### config.mk
export PLATFORM = sky130hd
export DESIGN_NAME = alu_issue_stage
export DESIGN_NICKNAME = d
export VERILOG_FILES = /design/src/rtl/alu_pkg.sv /design/src/rtl/alu_regfile.sv /design/src/rtl/alu_issue_stage.sv
export SDC_FILE = /design/constraint.sdc
export NUM_CORES = 1
export LEC_CHECK = 0
export BUFFER_PORTS_ARGS = -buffer_cell sky130_fd_sc_hd__buf_2
export CORE_UTILIZATION = 45
export DETAILED_ROUTE_END_ITERATION = 10
export SYNTH_ARGS = -nofsm -noshare
export SYNTH_HDL_FRONTEND = slang
export SYNTH_SLANG_ARGS = --single-unit
### constraint.sdc
create_clock -name clk -period 3.62 [get_ports clk]
set_input_delay 0.181 -clock clk [delete_from_list [all_inputs] [get_ports clk]]
set_output_delay 0.181 -clock clk [all_outputs]
set_load 0.005 [all_outputs]
### src/rtl/alu_pkg.sv
// -----------------------------------------------------------------------------
// alu_pkg
// Shared definitions for the ALU issue stage and its register file:
//   ALU_W       - datapath width (32)
//   alu_op_e    - ALU operation encodings (ADD/SUB/MUL/LSR/AND)
//   ex_state_e  - EX-stage occupancy states
//   op_is_legal - true for the five implemented opcodes
// Optional feature macro: ALU_MUL_STALL_EN adds the EX_MUL1 state used when a
// multiply is given two EX cycles.
// -----------------------------------------------------------------------------
package alu_pkg;

  localparam int ALU_W = 32;

  typedef enum logic [2:0] {
    OP_ADD = 3'b000,
    OP_SUB = 3'b001,
    OP_MUL = 3'b010,
    OP_LSR = 3'b011,
    OP_AND = 3'b100
  } alu_op_e;

`ifdef ALU_MUL_STALL_EN
  typedef enum logic [1:0] {
    EX_IDLE = 2'd0,
    EX_BUSY = 2'd1,
    EX_MUL1 = 2'd2
  } ex_state_e;
`else
  typedef enum logic [1:0] {
    EX_IDLE = 2'd0,
    EX_BUSY = 2'd1
  } ex_state_e;
`endif

  function automatic logic op_is_legal(input logic [2:0] op);
    return (op <= 3'b100);
  endfunction

endpackage

### src/rtl/alu_regfile.sv
// -----------------------------------------------------------------------------
// alu_regfile
// NREGS x ALU_W register file: two asynchronous read ports, one synchronous
// write port. All entries clear on reset. r0 is hard-wired: writes to it are
// dropped, so it always reads as zero.
// Ports:
//   clk, rst_n          - clock, asynchronous active-low reset
//   ra_addr / ra_data   - read port A
//   rb_addr / rb_data   - read port B
//   we, waddr, wdata    - write port, committed at the rising edge
// -----------------------------------------------------------------------------
module alu_regfile
  import alu_pkg::*;
#(
  parameter int NREGS = 16
) (
  input  logic                       clk,
  input  logic                       rst_n,
  input  logic [$clog2(NREGS)-1:0]   ra_addr,
  output logic [ALU_W-1:0]           ra_data,
  input  logic [$clog2(NREGS)-1:0]   rb_addr,
  output logic [ALU_W-1:0]           rb_data,
  input  logic                       we,
  input  logic [$clog2(NREGS)-1:0]   waddr,
  input  logic [ALU_W-1:0]           wdata
);

  logic [ALU_W-1:0] regs [NREGS];

  always_ff @(posedge clk or negedge rst_n) begin
    if (!rst_n) begin
      for (int i = 0; i < NREGS; i++) begin
        regs[i] <= '0;
      end
    end else if (we && (waddr != '0)) begin
      regs[waddr] <= wdata;
    end
  end

  assign ra_data = regs[ra_addr];
  assign rb_data = regs[rb_addr];

endmodule

### src/rtl/alu_issue_stage.sv
// -----------------------------------------------------------------------------
// alu_issue_stage
// Execute-issue stage in front of the ALU. Accepts decoded instructions over a
// valid/ready handshake, resolves operands (r0 / forwarded ALU result /
// register file), registers Opa/Opb/ALUSignal for the ALU and writes the ALU
// result back into the register file at the end of the instruction's final
// EX cycle.
// Optional feature macro: ALU_MUL_STALL_EN - MUL occupies two EX cycles with
// operands held; writeback only in the second cycle and in_ready low in the
// first.
// Ports:
//   clk, rst_n                       - clock, asynchronous active-low reset
//   in_valid / in_ready              - instruction handshake
//   in_op, in_rd, in_rs1, in_rs2     - opcode and register indices
//   in_imm, in_use_imm               - immediate and B-operand select
//   Opa, Opb, ALUSignal, alu_valid   - registered ALU drive
//   ALUResult                        - combinational ALU result
//   wb_en, wb_rd, wb_data            - register file write this cycle
// -----------------------------------------------------------------------------
module alu_issue_stage
  import alu_pkg::*;
#(
  parameter int NREGS = 16
) (
  input  logic                       clk,
  input  logic                       rst_n,
  input  logic                       in_valid,
  output logic                       in_ready,
  input  logic [2:0]                 in_op,
  input  logic [$clog2(NREGS)-1:0]   in_rd,
  input  logic [$clog2(NREGS)-1:0]   in_rs1,
  input  logic [$clog2(NREGS)-1:0]   in_rs2,
  input  logic [ALU_W-1:0]           in_imm,
  input  logic                       in_use_imm,
  output logic [ALU_W-1:0]           Opa,
  output logic [ALU_W-1:0]           Opb,
  output logic [2:0]                 ALUSignal,
  output logic                       alu_valid,
  input  logic [ALU_W-1:0]           ALUResult,
  output logic                       wb_en,
  output logic [$clog2(NREGS)-1:0]   wb_rd,
  output logic [ALU_W-1:0]           wb_data
);

  localparam int AW = $clog2(NREGS);

  ex_state_e       state;
  ex_state_e       state_nxt;
  logic [AW-1:0]   rd_p1;
  logic            legal_p1;
  logic            accept;
  logic            in_legal;
  logic [ALU_W-1:0] rf_a;
  logic [ALU_W-1:0] rf_b;
  logic [ALU_W-1:0] src_a;
  logic [ALU_W-1:0] src_b;
  logic            final_cycle;

  // Operand source priority: r0, then the result being written back this
  // cycle, then the register file. The forward covers distance-1 hazards and
  // also hides the same-cycle write/read race on the register file.
  function automatic logic [ALU_W-1:0] resolve_src(
    input logic [AW-1:0]    r,
    input logic [ALU_W-1:0] rf_val,
    input logic             fwd_en,
    input logic [AW-1:0]    fwd_rd,
    input logic [ALU_W-1:0] fwd_val
  );
    if (r == '0)                    return '0;
    else if (fwd_en && fwd_rd == r) return fwd_val;
    else                            return rf_val;
  endfunction

  alu_regfile #(.NREGS(NREGS)) u_regfile (
    .clk     (clk),
    .rst_n   (rst_n),
    .ra_addr (in_rs1),
    .ra_data (rf_a),
    .rb_addr (in_rs2),
    .rb_data (rf_b),
    .we      (wb_en),
    .waddr   (wb_rd),
    .wdata   (ALUResult)
  );

`ifdef ALU_MUL_STALL_EN
  assign in_ready = rst_n & (state != EX_MUL1);
`else
  assign in_ready = rst_n;
`endif

  assign accept   = in_valid & in_ready;
  assign in_legal = op_is_legal(in_op);

  assign src_a = resolve_src(in_rs1, rf_a, wb_en, wb_rd, ALUResult);
  assign src_b = in_use_imm ? in_imm
                            : resolve_src(in_rs2, rf_b, wb_en, wb_rd, ALUResult);

  // ---- stage p1: issued instruction in EX ----

  // Only the last EX cycle of an instruction commits; with the stall enabled a
  // MUL spends its first cycle in EX_MUL1 and must not write back yet.
  assign final_cycle = (state == EX_BUSY);
  assign wb_en       = alu_valid & (rd_p1 != '0) & legal_p1 & final_cycle;
  assign wb_rd       = rd_p1;
  assign wb_data     = ALUResult;

  always_comb begin
    state_nxt = state;
    case (state)
`ifdef ALU_MUL_STALL_EN
      EX_MUL1: state_nxt = EX_BUSY;
`endif
      default: begin
        if (accept) begin
`ifdef ALU_MUL_STALL_EN
          state_nxt = (in_op == OP_MUL) ? EX_MUL1 : EX_BUSY;
`else
          state_nxt = EX_BUSY;
`endif
        end else begin
          state_nxt = EX_IDLE;
        end
      end
    endcase
  end

  always_ff @(posedge clk or negedge rst_n) begin
    if (!rst_n) begin
      state     <= EX_IDLE;
      alu_valid <= 1'b0;
      Opa       <= '0;
      Opb       <= '0;
      ALUSignal <= '0;
      rd_p1     <= '0;
      legal_p1  <= 1'b0;
    end else begin
      state <= state_nxt;
`ifdef ALU_MUL_STALL_EN
      // A stalled MUL stays live into its second cycle with operands held.
      alu_valid <= accept | (state == EX_MUL1);
`else
      alu_valid <= accept;
`endif
      if (accept) begin
        Opa       <= src_a;
        Opb       <= src_b;
        // Illegal codes still drive a harmless AND; their writeback is masked.
        ALUSignal <= in_legal ? in_op : OP_AND;
        rd_p1     <= in_rd;
        legal_p1  <= in_legal;
      end
    end
  end

endmodule

# Word level (Yosys, flattened, before mapping)
# Index checks and enable logic that the tools add are counted.
# totals
regBits	587
out_inout_bits	106
inputBits	83
wordCells	61
# op_classes
eq_ne	3
order_cmp	5
mux	16
reduce_logical	7
bitwise_logic	7
# ops
operator	n
bitwise mux 512 bit	1
two-way mux 32 bit	10
binary-select mux 32 bit (select 4 bit)	2
demux 32 bit (select 4 bit)	1
>= comparator 5 bit (second input constant)	3
NOT 4 -> 5 bit	3
equality test 4 bit	2
zero test 4 bit	2
less-than comparator 5 x 1 -> 1 bit (second input constant)	1
AND 1 bit	4
logical AND 1 bit	4
nonzero test 4 bit	1
less-or-equal comparator 3 bit (second input constant)	1
two-way mux 3 bit	1
equality test 2 x 1 -> 1 bit (second input constant)	1
two-way mux 1 bit	1

# Depth between registers and ports, before layout
# Gate-level depths: netlist of the first run.
# logic_depth
word_depth	8
mapped_depth	8
ltp_nobuf	6

# Hierarchy
# A second synthesis of the first run with hierarchy kept.
# hier_totals
hier_cells	2223
hier_area_um2	30947.2
# by_module_without_submodules
mod	area_per_inst_um2	seq_area_each_um2	cells_each	instances
alu_regfile	26270.2	12812.3	1670	1
alu_issue_stage	4677.0	1826.8	553	1

# Worst setup path after synthesis of the first run
# No wires, ideal clock.
# synth_path
kind	register to register
start	register rd_p1[2] (netlist: wb_rd[2])
end	register Opa[10]
setup_ns	0.126
setup_slack_ns	1.580
arrival_ns	1.914
required_ns	3.494
n_path_buf	3
synth_period_minus_slack_ns	2.040
path_stages_with_launch	9
path_cell_list	dfrtp_1 > buf_6 > or4_1 > and2_1 > buf_6 > nand4_1 > nor2_1 > buf_2 > a221o_1
# synth_between
elab_chain_len	7
elab_cells_between_ends	8
classes_between	eq/ne (1); mux (2); bitwise (3); reduce/logical (2)
# synth_rtl
element	line_no	source
from (decl)	alu_issue_stage.sv:49	logic [AW-1:0] rd_p1;
from (signal assigned)	alu_issue_stage.sv:150	rd_p1 <= in_rd;
nonzero test 4 bit	alu_issue_stage.sv:104	assign wb_en = alu_valid & (rd_p1 != '0) & legal_p1 & final_cycle;
AND 1 bit (3 in series)	alu_issue_stage.sv:104	
named net wb_en	alu_issue_stage.sv:40	output logic wb_en,
logical AND 1 bit	alu_issue_stage.sv:70	else if (fwd_en && fwd_rd == r) return fwd_val;
two-way mux 32 bit	alu_issue_stage.sv:70	
two-way mux 32 bit	alu_issue_stage.sv:69	if (r == '0) return '0;
to (signal assigned)	alu_issue_stage.sv:146	Opa <= src_a;
to (decl)	alu_issue_stage.sv:35	output logic [ALU_W-1:0] Opa,
# The timed path passes the listed nets, and every way through them passes these cells.
# A chain may end at the register's enable or synchronous reset.

# Worst setup path in the final report of the first run
# layout_path
start	register rd_p1[2] (netlist: wb_rd[2])
end	register u_regfile.regs[103] (netlist name)
# layout_between
elab_chain_len	6
elab_cells_between_ends	12
classes_between	order compare (2); mux (3); bitwise (4); reduce/logical (3)
# layout_rtl
element	line_no	source
NOT 4 -> 5 bit (not written as such)	alu_regfile.sv:36	regs[waddr] <= wdata;
>= comparator 5 bit (not written as such) / less-than comparator 5 x 1 -> 1 bit (equally long branches)	alu_regfile.sv:36	
logical AND 1 bit (not written as such)	alu_regfile.sv:36	
two-way mux 32 bit (not written as such)	alu_regfile.sv:36	
demux 32 bit (select 4 bit)	alu_regfile.sv:36	
bitwise mux 512 bit	alu_regfile.sv:36	
to (signal, indexed assignment)	alu_regfile.sv:36	
to (decl)	alu_regfile.sv:28	logic [ALU_W-1:0] regs [NREGS];
# Several ways; a longest one is shown, not always the timed one.

==> results by group, run 1 <==
Placed design
  • RD Place Congestion: 0.774
  • Hpwl dp: 50,600 µm
  • Placed cells: 2,894
  • Post-DP Area: 31,800 µm²
  • I/O Buffers: 188

Drt
  • Number of DRC markers in iteration 0: roughly 1,500
  • Routed Antenna Nets: 0
  • Drt first pass iters: 4
  • WL/cell: 28.2 µm
  • DRC Markers: 0
  • Total length of routed wires: 86,000 µm
  • Via count of the routed design: about 19,000
  • Via-to-Cell Ratio: 6.26

Critical path
  • Worst setup path class: reg -> reg
  • FF-to-FF Start: wb_rd[2]$_DFFE_PN0P_
  • WP data required: a little over 4 ns
  • Worst setup path start: wb_rd[2]$_DFFE_PN0P_
  • CP startpoint kind: flip-flop
  • Critical path arrival: 3.21 ns
  • CP max FO: 32
  • Worst setup EP type: flip-flop

Clock network
  • Clock slew at the register clock pins of the worst setup and hold paths: 0.06 ns
  • CTS Sinks: 585
  • Worst-skew pair later-pin latency: 0.59 ns
  • CTS tree: built
  • H-tree Lvls: 3
  • Root Buffer: clkbuf_16
  • Clk buf depth: 3
  • Num CTS Buffers: 67

Synthesis
  • Largest family of logic cells by synthesized area: multiplexers
  • Sequential element share of the synthesized area: between 40% and 50%
  • Post-Synth Adder-Cell Area: 0%
  • Post-synthesis mux area share: 37.9%
  • Post-synthesis compound-gate area fraction: 6.43%
  • Xor/xnor share of the synthesized area: less than 1%
  • Synthesized area: 30,300 µm²
  • Area share of and/or/nand/nor cells after synthesis: 2.81%
  • FF+latch count, synth: between 500 and 600
  • Syn Area/Cell: 14.8 µm²
  • Synth warn: 0
  • Syn Nets: 2,134
  • Unique masters post-synth: 43
  • Synth Instances: 2,051

Final layout
  • Non-Filler Instances: 3,050
  • Most common cell after layout, fill and taps aside: dfrtp_1
  • Multi-input logic area: ~14,000 µm²
  • Final Net Count: 2,221
  • Post-route cell area: between 30,000 and 40,000 µm²
  • Register area: ~15,000 µm²
  • Share of cells above drive strength 1: about half
  • Most frequent cells in the layout: dfrtp_1 (585), mux2_2 (472), mux4_2 (256), buf_2 (181), nand2_1 (85)
  • P&R area growth vs syn: 13.5%
  • Diodes inserted: 0
  • FILL cells: 5,430

Status
  • Outcome: complete, no violations

GRT
  • First-pass GRT wire length: about 130,000 µm
  • Initial antenna violation count: 2
  • Largest net degree at the start of global routing: 176
  • Total GRT Usage: 25.7%
  • Vias in the first global route: between 15,000 and 20,000
  • Grt ovf: 0

STA
  • FMAX: 0.365 GHz
  • Final min period: 2.74 ns
  • TNS Setup: 0 ns
  • Slew Viols, Final: 0
  • Final setup fails: 0
  • Relative slew slack: 16.1%
  • Hold WS: 0.0365 ns
  • Worst Clk Skew: around 0.015 ns
  • Worst-margin pin slew: 1.26 ns
  • Final hold violation count: 0
  • Period utilization: 75.8%
  • RSZ-0062 raised after global routing: no

Floorplanning
  • Die width: 261 µm
  • Die ar.: 68,400 µm²
  • Row cnt: 94
  • Initial Utilization: 45.8%
  • Die Ht: 261 µm
  • Num ports: 189
  • Core area: between 60,000 and 70,000 µm²

Power
  • Power Density: around 600 nW/µm²
  • VDD IR max: 0.242 mV
  • LEAKAGE: 14.9 nW

Min path
  • Worst min path class: in -> reg
  • Worst Hold Launch: in_imm[30]

Run
  • Max-Cap Viols: 0
repair_timing:
action / in CTS / in global routing
resized for setup: 0 / 0
hold endpoints to repair: 79 / 0
hold buffers: 39 / 0
buffers inserted: 0 / 0
cells by family after synthesis:
group,after synthesis
AO/OA/AOI/OAI,231
AND/OR/NAND/NOR,187
buffers and inverters,272
XOR/XNOR,8
flip-flops,585
multiplexers,768
report_power, final:
group          switching (mW)  internal (mW)
clock                    2.70           4.05
sequential               1.16           8.15
combinational            1.67           2.85
total                    5.53           15.0
registers in the layout, summed over array words and instances, names as in the netlist:
| signal | count |
|---|---|
| ALUSignal | 3 |
| Opa | 32 |
| Opb | 32 |
| legal_p1 | 1 |
| state | 1 |
| u_regfile.regs | 512 |
| wb_rd | 4 |
area by class of cell:
type	count	share of cell area, %
Clock buffer	106	6.01
Clock inverter	11	0.317
Inverter	2	0.0218
Multi-Input combinational cell	1194	42.1
Sequential cell	585	42.6
Tap cell	864	3.14
Timing Repair Buffer	288	5.81
per-layer routing:
metal / wire length, µm / GRT usage, %
met1: 37200 / 36.2
met3: 5290 / 4.05
met4: 2210 / 8.07
met2: 41400 / 41.1
met5: 13 / 0
Yosys cell counts:
| cell | n | area, µm² |
|---|---|---|
| mux2_2 | 472 | 5320 |
| or3_1 | 3 | 18.8 |
| and4_1 | 1 | 8.76 |
| buf_6 | 12 | 135 |
| dfrtp_1 | 585 | 14600 |
| nand2b_1 | 4 | 25.0 |
| nand3_1 | 1 | 5.00 |
| nor2b_1 | 34 | 213 |
| buf_1 | 26 | 97.6 |
| a22oi_1 | 62 | 465 |
| a221oi_1 | 31 | 272 |
| buf_2 | 44 | 220 |
| o21a_1 | 1 | 7.51 |
| a21oi_2 | 1 | 8.76 |
| a41o_4 | 1 | 21.3 |
| nor2_1 | 46 | 173 |
| o21bai_1 | 1 | 7.51 |
| clkinv_1 | 1 | 3.75 |
| mux2i_1 | 32 | 320 |
| a221o_1 | 32 | 320 |
| nor3_1 | 1 | 5.00 |
| a21oi_1 | 32 | 160 |
| and2_1 | 2 | 12.5 |
| a21o_1 | 1 | 7.51 |
| a211oi_2 | 30 | 375 |
| nand4_1 | 1 | 6.26 |
| xnor2_1 | 2 | 17.5 |
| clkbuf_1 | 153 | 574 |
| nand2_1 | 86 | 323 |
| xor2_1 | 6 | 52.6 |
| a211oi_1 | 35 | 263 |
| nand3b_1 | 3 | 22.5 |
| inv_1 | 1 | 3.75 |
| o41ai_2 | 1 | 16.3 |
| and2_0 | 1 | 6.26 |
| o211ai_1 | 1 | 7.51 |
| nor4_1 | 2 | 12.5 |
| mux4_2 | 256 | 5770 |
| mux2_1 | 8 | 90.1 |
| and4bb_2 | 1 | 12.5 |
| or4_1 | 1 | 7.51 |
| buf_4 | 35 | 263 |
| a32oi_1 | 2 | 17.5 |
through the flow:
step	setup WS, ns	power, mW	utilization [%]
global route	0.786	21.5	51.9
detailed placement	0.863	13.9	48.1
CTS	0.860	20.7	51.9
floorplan	1.58	12.5	-
global placement	0.849	13.7	48.1
finish	0.878	20.6	51.9
path summary, 6_finish.rpt:
| path | to | slack, ns | cells past startpoint |
|---|---|---|---|
| worst max-delay path | u_regfile.regs[103]$_DFFE_PN0P_ | 0.88 | 3 |
| worst min-delay path | Opb[30]$_DFFE_PN0P_ | 0.04 | 3 |
| worst max register to register | u_regfile.regs[103]$_DFFE_PN0P_ | 0.88 | 3 |
| worst min register to register | u_regfile.regs[499]$_DFFE_PN0P_ | 0.39 | 0 |
| max in group asynchronous | u_regfile.regs[210]$_DFFE_PN0P_ | 1.58 | 4 |
| min in group asynchronous | Opb[2]$_DFFE_PN0P_ | 0.10 | 2 |
worst max-delay path: stages, from the launching register on:
cell     delay (ns)
dfrtp_1        0.64
nand3_1        0.40
or3_2          1.06
mux2_1         0.51
No activity file was read; power rests on OpenSTA's default activity.
==> run 2, diff against run 1 <==
Clock period 3.62 ns to 2.5 ns, I/O delays scaled along.
==> results by group, run 2 (synthesized netlist as in run 1, its figures left out) <==
Critical path
  • CP Cell Sequence: or4_1 -> and2_1 -> nand4_1 -> nor2_4 -> buf_12 -> a221o_1
  • WP data required: 3.02 ns (-1.07 ns)
  • CP top delay family: simple AND/OR/NAND/NOR gates
  • CP max FO: 20 (-38%)
  • CP startpoint kind: flip-flop
  • Worst setup EP type: flip-flop
  • Worst path max stage delay: 0.53 ns (-0.53 ns)
  • Critical path arrival: 2.78 ns (-0.43 ns)
  • Buffers plus inverters on the worst setup path: 1 (+1)
  • Worst setup path class: reg -> reg
  • Slowest CP cell: dfrtp_1

STA
  • Period utilization: 90.4% (+15 points)
  • Worst Clk Skew: 0.0149 ns (+0.000416 ns)
  • RSZ-0062 raised after global routing: no
  • Final setup fails: 0 (unchanged)
  • Hold WS: 0.0199 ns (-0.0166 ns)
  • TNS Setup: 0 ns (unchanged)
  • Relative slew slack: 44.5% (+28 points)
  • Final min period: 2.26 ns (-0.482 ns)
  • Final hold violation count: 0 (unchanged)
  • Slew Viols, Final: 0 (unchanged)
  • FMAX: 0.442 GHz (+21%)
  • Worst-margin pin slew: 0.832 ns (-0.426 ns)

Floorplanning
  • Die Ht: 261 µm (unchanged)
  • Die width: 261 µm (unchanged)
  • Die ar.: 68,400 µm² (unchanged)
  • Num ports: 189 (unchanged)
  • Initial Utilization: 45.8% (unchanged)
  • Row cnt: 94 (unchanged)
  • Core area: 66,200 µm² (unchanged)

GRT
  • Total GRT Usage: 26.6% (+0.89 points)
  • Initial antenna violation count: 2 (unchanged)
  • Grt ovf: 0 (unchanged)
  • Vias in the first global route: 20,800 (+4.1%)
  • First-pass GRT wire length: 133,000 µm (+3.0%)
  • Largest net degree at the start of global routing: 147 (-16%)

Final layout
  • Final Net Count: 2,268 (+2.1%)
  • Most frequent cells in the layout: dfrtp_1 (585), mux2_2 (472), mux4_2 (256), buf_2 (181), nand2_1 (85)
  • Post-route cell area: 35,000 µm² (+1.7%)
  • Max reg flops: 512 (unchanged)
  • Leading registers by flop count: u_regfile.regs (512), Opa (32), Opb (32)
  • Share of cells above drive strength 1: 52.4% (+0.71 points)
  • P&R area growth vs syn: 15.5%
  • Non-Filler Instances: 3,089 (+1.3%)
  • Diodes inserted: 0 (unchanged)
  • Most common cell after layout, fill and taps aside: dfrtp_1
  • FILL cells: 5,482 (+0.96%)
  • Top reg by flops: u_regfile.regs

Drt
  • Routed Antenna Nets: 0 (unchanged)
  • Via count of the routed design: 19,500 (+2.1%)
  • WL/cell: 28.8 µm (+2.0%)
  • Drt first pass iters: 5 (+1)
  • Via-to-Cell Ratio: 6.32 (+0.85%)
  • DRC Markers: 0 (unchanged)
  • Total length of routed wires: 88,800 µm (+3.3%)
  • Number of DRC markers in iteration 0: 1,540 (+1.3%)

Placed design
  • Hpwl dp: 53,500 µm (+5.8%)
  • RD Place Congestion: 0.837 (+8.2%)
  • Post-DP Area: 32,400 µm² (+1.7%)
  • Placed cells: 2,933 (+1.3%)
  • I/O Buffers: 188 (unchanged)

Clock network
  • CTS tree: built
  • Num CTS Buffers: 67 (unchanged)
  • Root Buffer: clkbuf_16
  • Clock slew at the register clock pins of the worst setup and hold paths: 0.06 ns (about the same)
  • Clk buf depth: 3 (unchanged)
  • H-tree Lvls: 3 (unchanged)
  • Setup bufs post-CTS: 0 (unchanged)
  • Worst-skew pair later-pin latency: 0.60 ns (about the same)
  • CTS Sinks: 585 (unchanged)

Power
  • Sw frac: 27.0% (+0.077 points)
  • Combinational group share of total power: 22.5% (+0.5 points)
  • Flop pwr share: 45.0% (-0.2 points)
  • Sw power: 8.06 mW (+46%)
  • Internal: 21.8 mW (+45%)
  • Power Density: 855 nW/µm² (+43%)
  • VDD IR max: 0.427 mV (+76%)
  • Total Power: 29.9 mW (+45%)
  • LEAKAGE: 15.2 nW (+1.9%)
  • Clock power frac: 32.5% (-0.3 points)

Status
  • Outcome: complete, no violations

Min path
  • Worst min path class: in -> reg

Run
  • Max-Cap Viols: 0 (unchanged)
run 2: cell types whose count changed in the layout (fill, tap and decap cells not counted), sizes merged:
cell | previous run | this run
buf | 247 | 286
bufinv | 2 | 3
clkbuf | 108 | 100
clkinv | 8 | 7
dlygate4sd3 | 39 | 47
run 2: path summary, 6_finish.rpt:
path	to	slack [ns]	from	depth (start not counted)
worst min-delay path	u_regfile.regs[103]$_DFFE_PN0P_	0.02	ALUResult[7]	2
worst max-delay path	Opa[16]$_DFFE_PN0P_	0.24	wb_rd[0]$_DFFE_PN0P_	6
worst min register to register	u_regfile.regs[504]$_DFFE_PN0P_	0.39	u_regfile.regs[504]$_DFFE_PN0P_	0
max in group asynchronous	u_regfile.regs[467]$_DFFE_PN0P_	0.88	rst_n	4
worst max register to register	Opa[16]$_DFFE_PN0P_	0.24	wb_rd[0]$_DFFE_PN0P_	6
min in group asynchronous	u_regfile.regs[70]$_DFFE_PN0P_	0.31	rst_n	3
run 2: area by class of cell:
cell class / instances / area, µm² / share of cell area (%)
multi-input cells: 1194 / 14500 / 41.4
inverters: 2 / 7.51 / 0.0215
flip-flops and latches: 585 / 14600 / 41.8
clock inverters: 11 / 134 / 0.383
repair buffers: 335 / 2620 / 7.49
clock buffers: 98 / 2010 / 5.74
well taps: 864 / 1080 / 3.09
run 2: worst register-to-register path: stages (launching register included):
cell and delay [ns]:
dfrtp_1 0.53, or4_1 0.19, and2_1 0.28, nand4_1 0.19, nor2_4 0.52, buf_12 0.30, a221o_1 0.19
run 2: what timing repair did:
action | 4_1_cts | 5_1_grt
setup endpoints to repair | 0 | 0
gates resized for setup | 0 | 0
hold buffers | 47 | 0
endpoints found under the hold margin | 261 | 0
run 2: power groups by stage:
stage	clock [mW]	combinational, mW	sequential, mW
6_report	9.72	6.72	13.5
5_1_grt	10.3	7.23	13.8
4_1_cts	9.92	6.78	13.4
3_5_place_dp	0	6.69	13.6
3_3_place_gp	0	6.49	13.4
2_1_floorplan	0	5.09	13.0
run 2: layer usage:
layer  vias to the layer above  wire length [µm]  GRT usage [%]
li1                       8114                 -              -
met2                       686             41500           41.1
met3                       188              6430           6.30
met4                         4              3380           11.5
met1                     10500             37500           36.1
met5                         -                23              0
run 2: metrics by stage:
| step | worst slack [ns] | util (%) |
|---|---|---|
| floorplan | 0.460 | - |
| global placement | 0.340 | 48.9 |
| detailed placement | 0.293 | 48.9 |
| CTS | 0.274 | 52.8 |
| global route | 0.104 | 52.8 |
| finish | 0.240 | 52.8 |
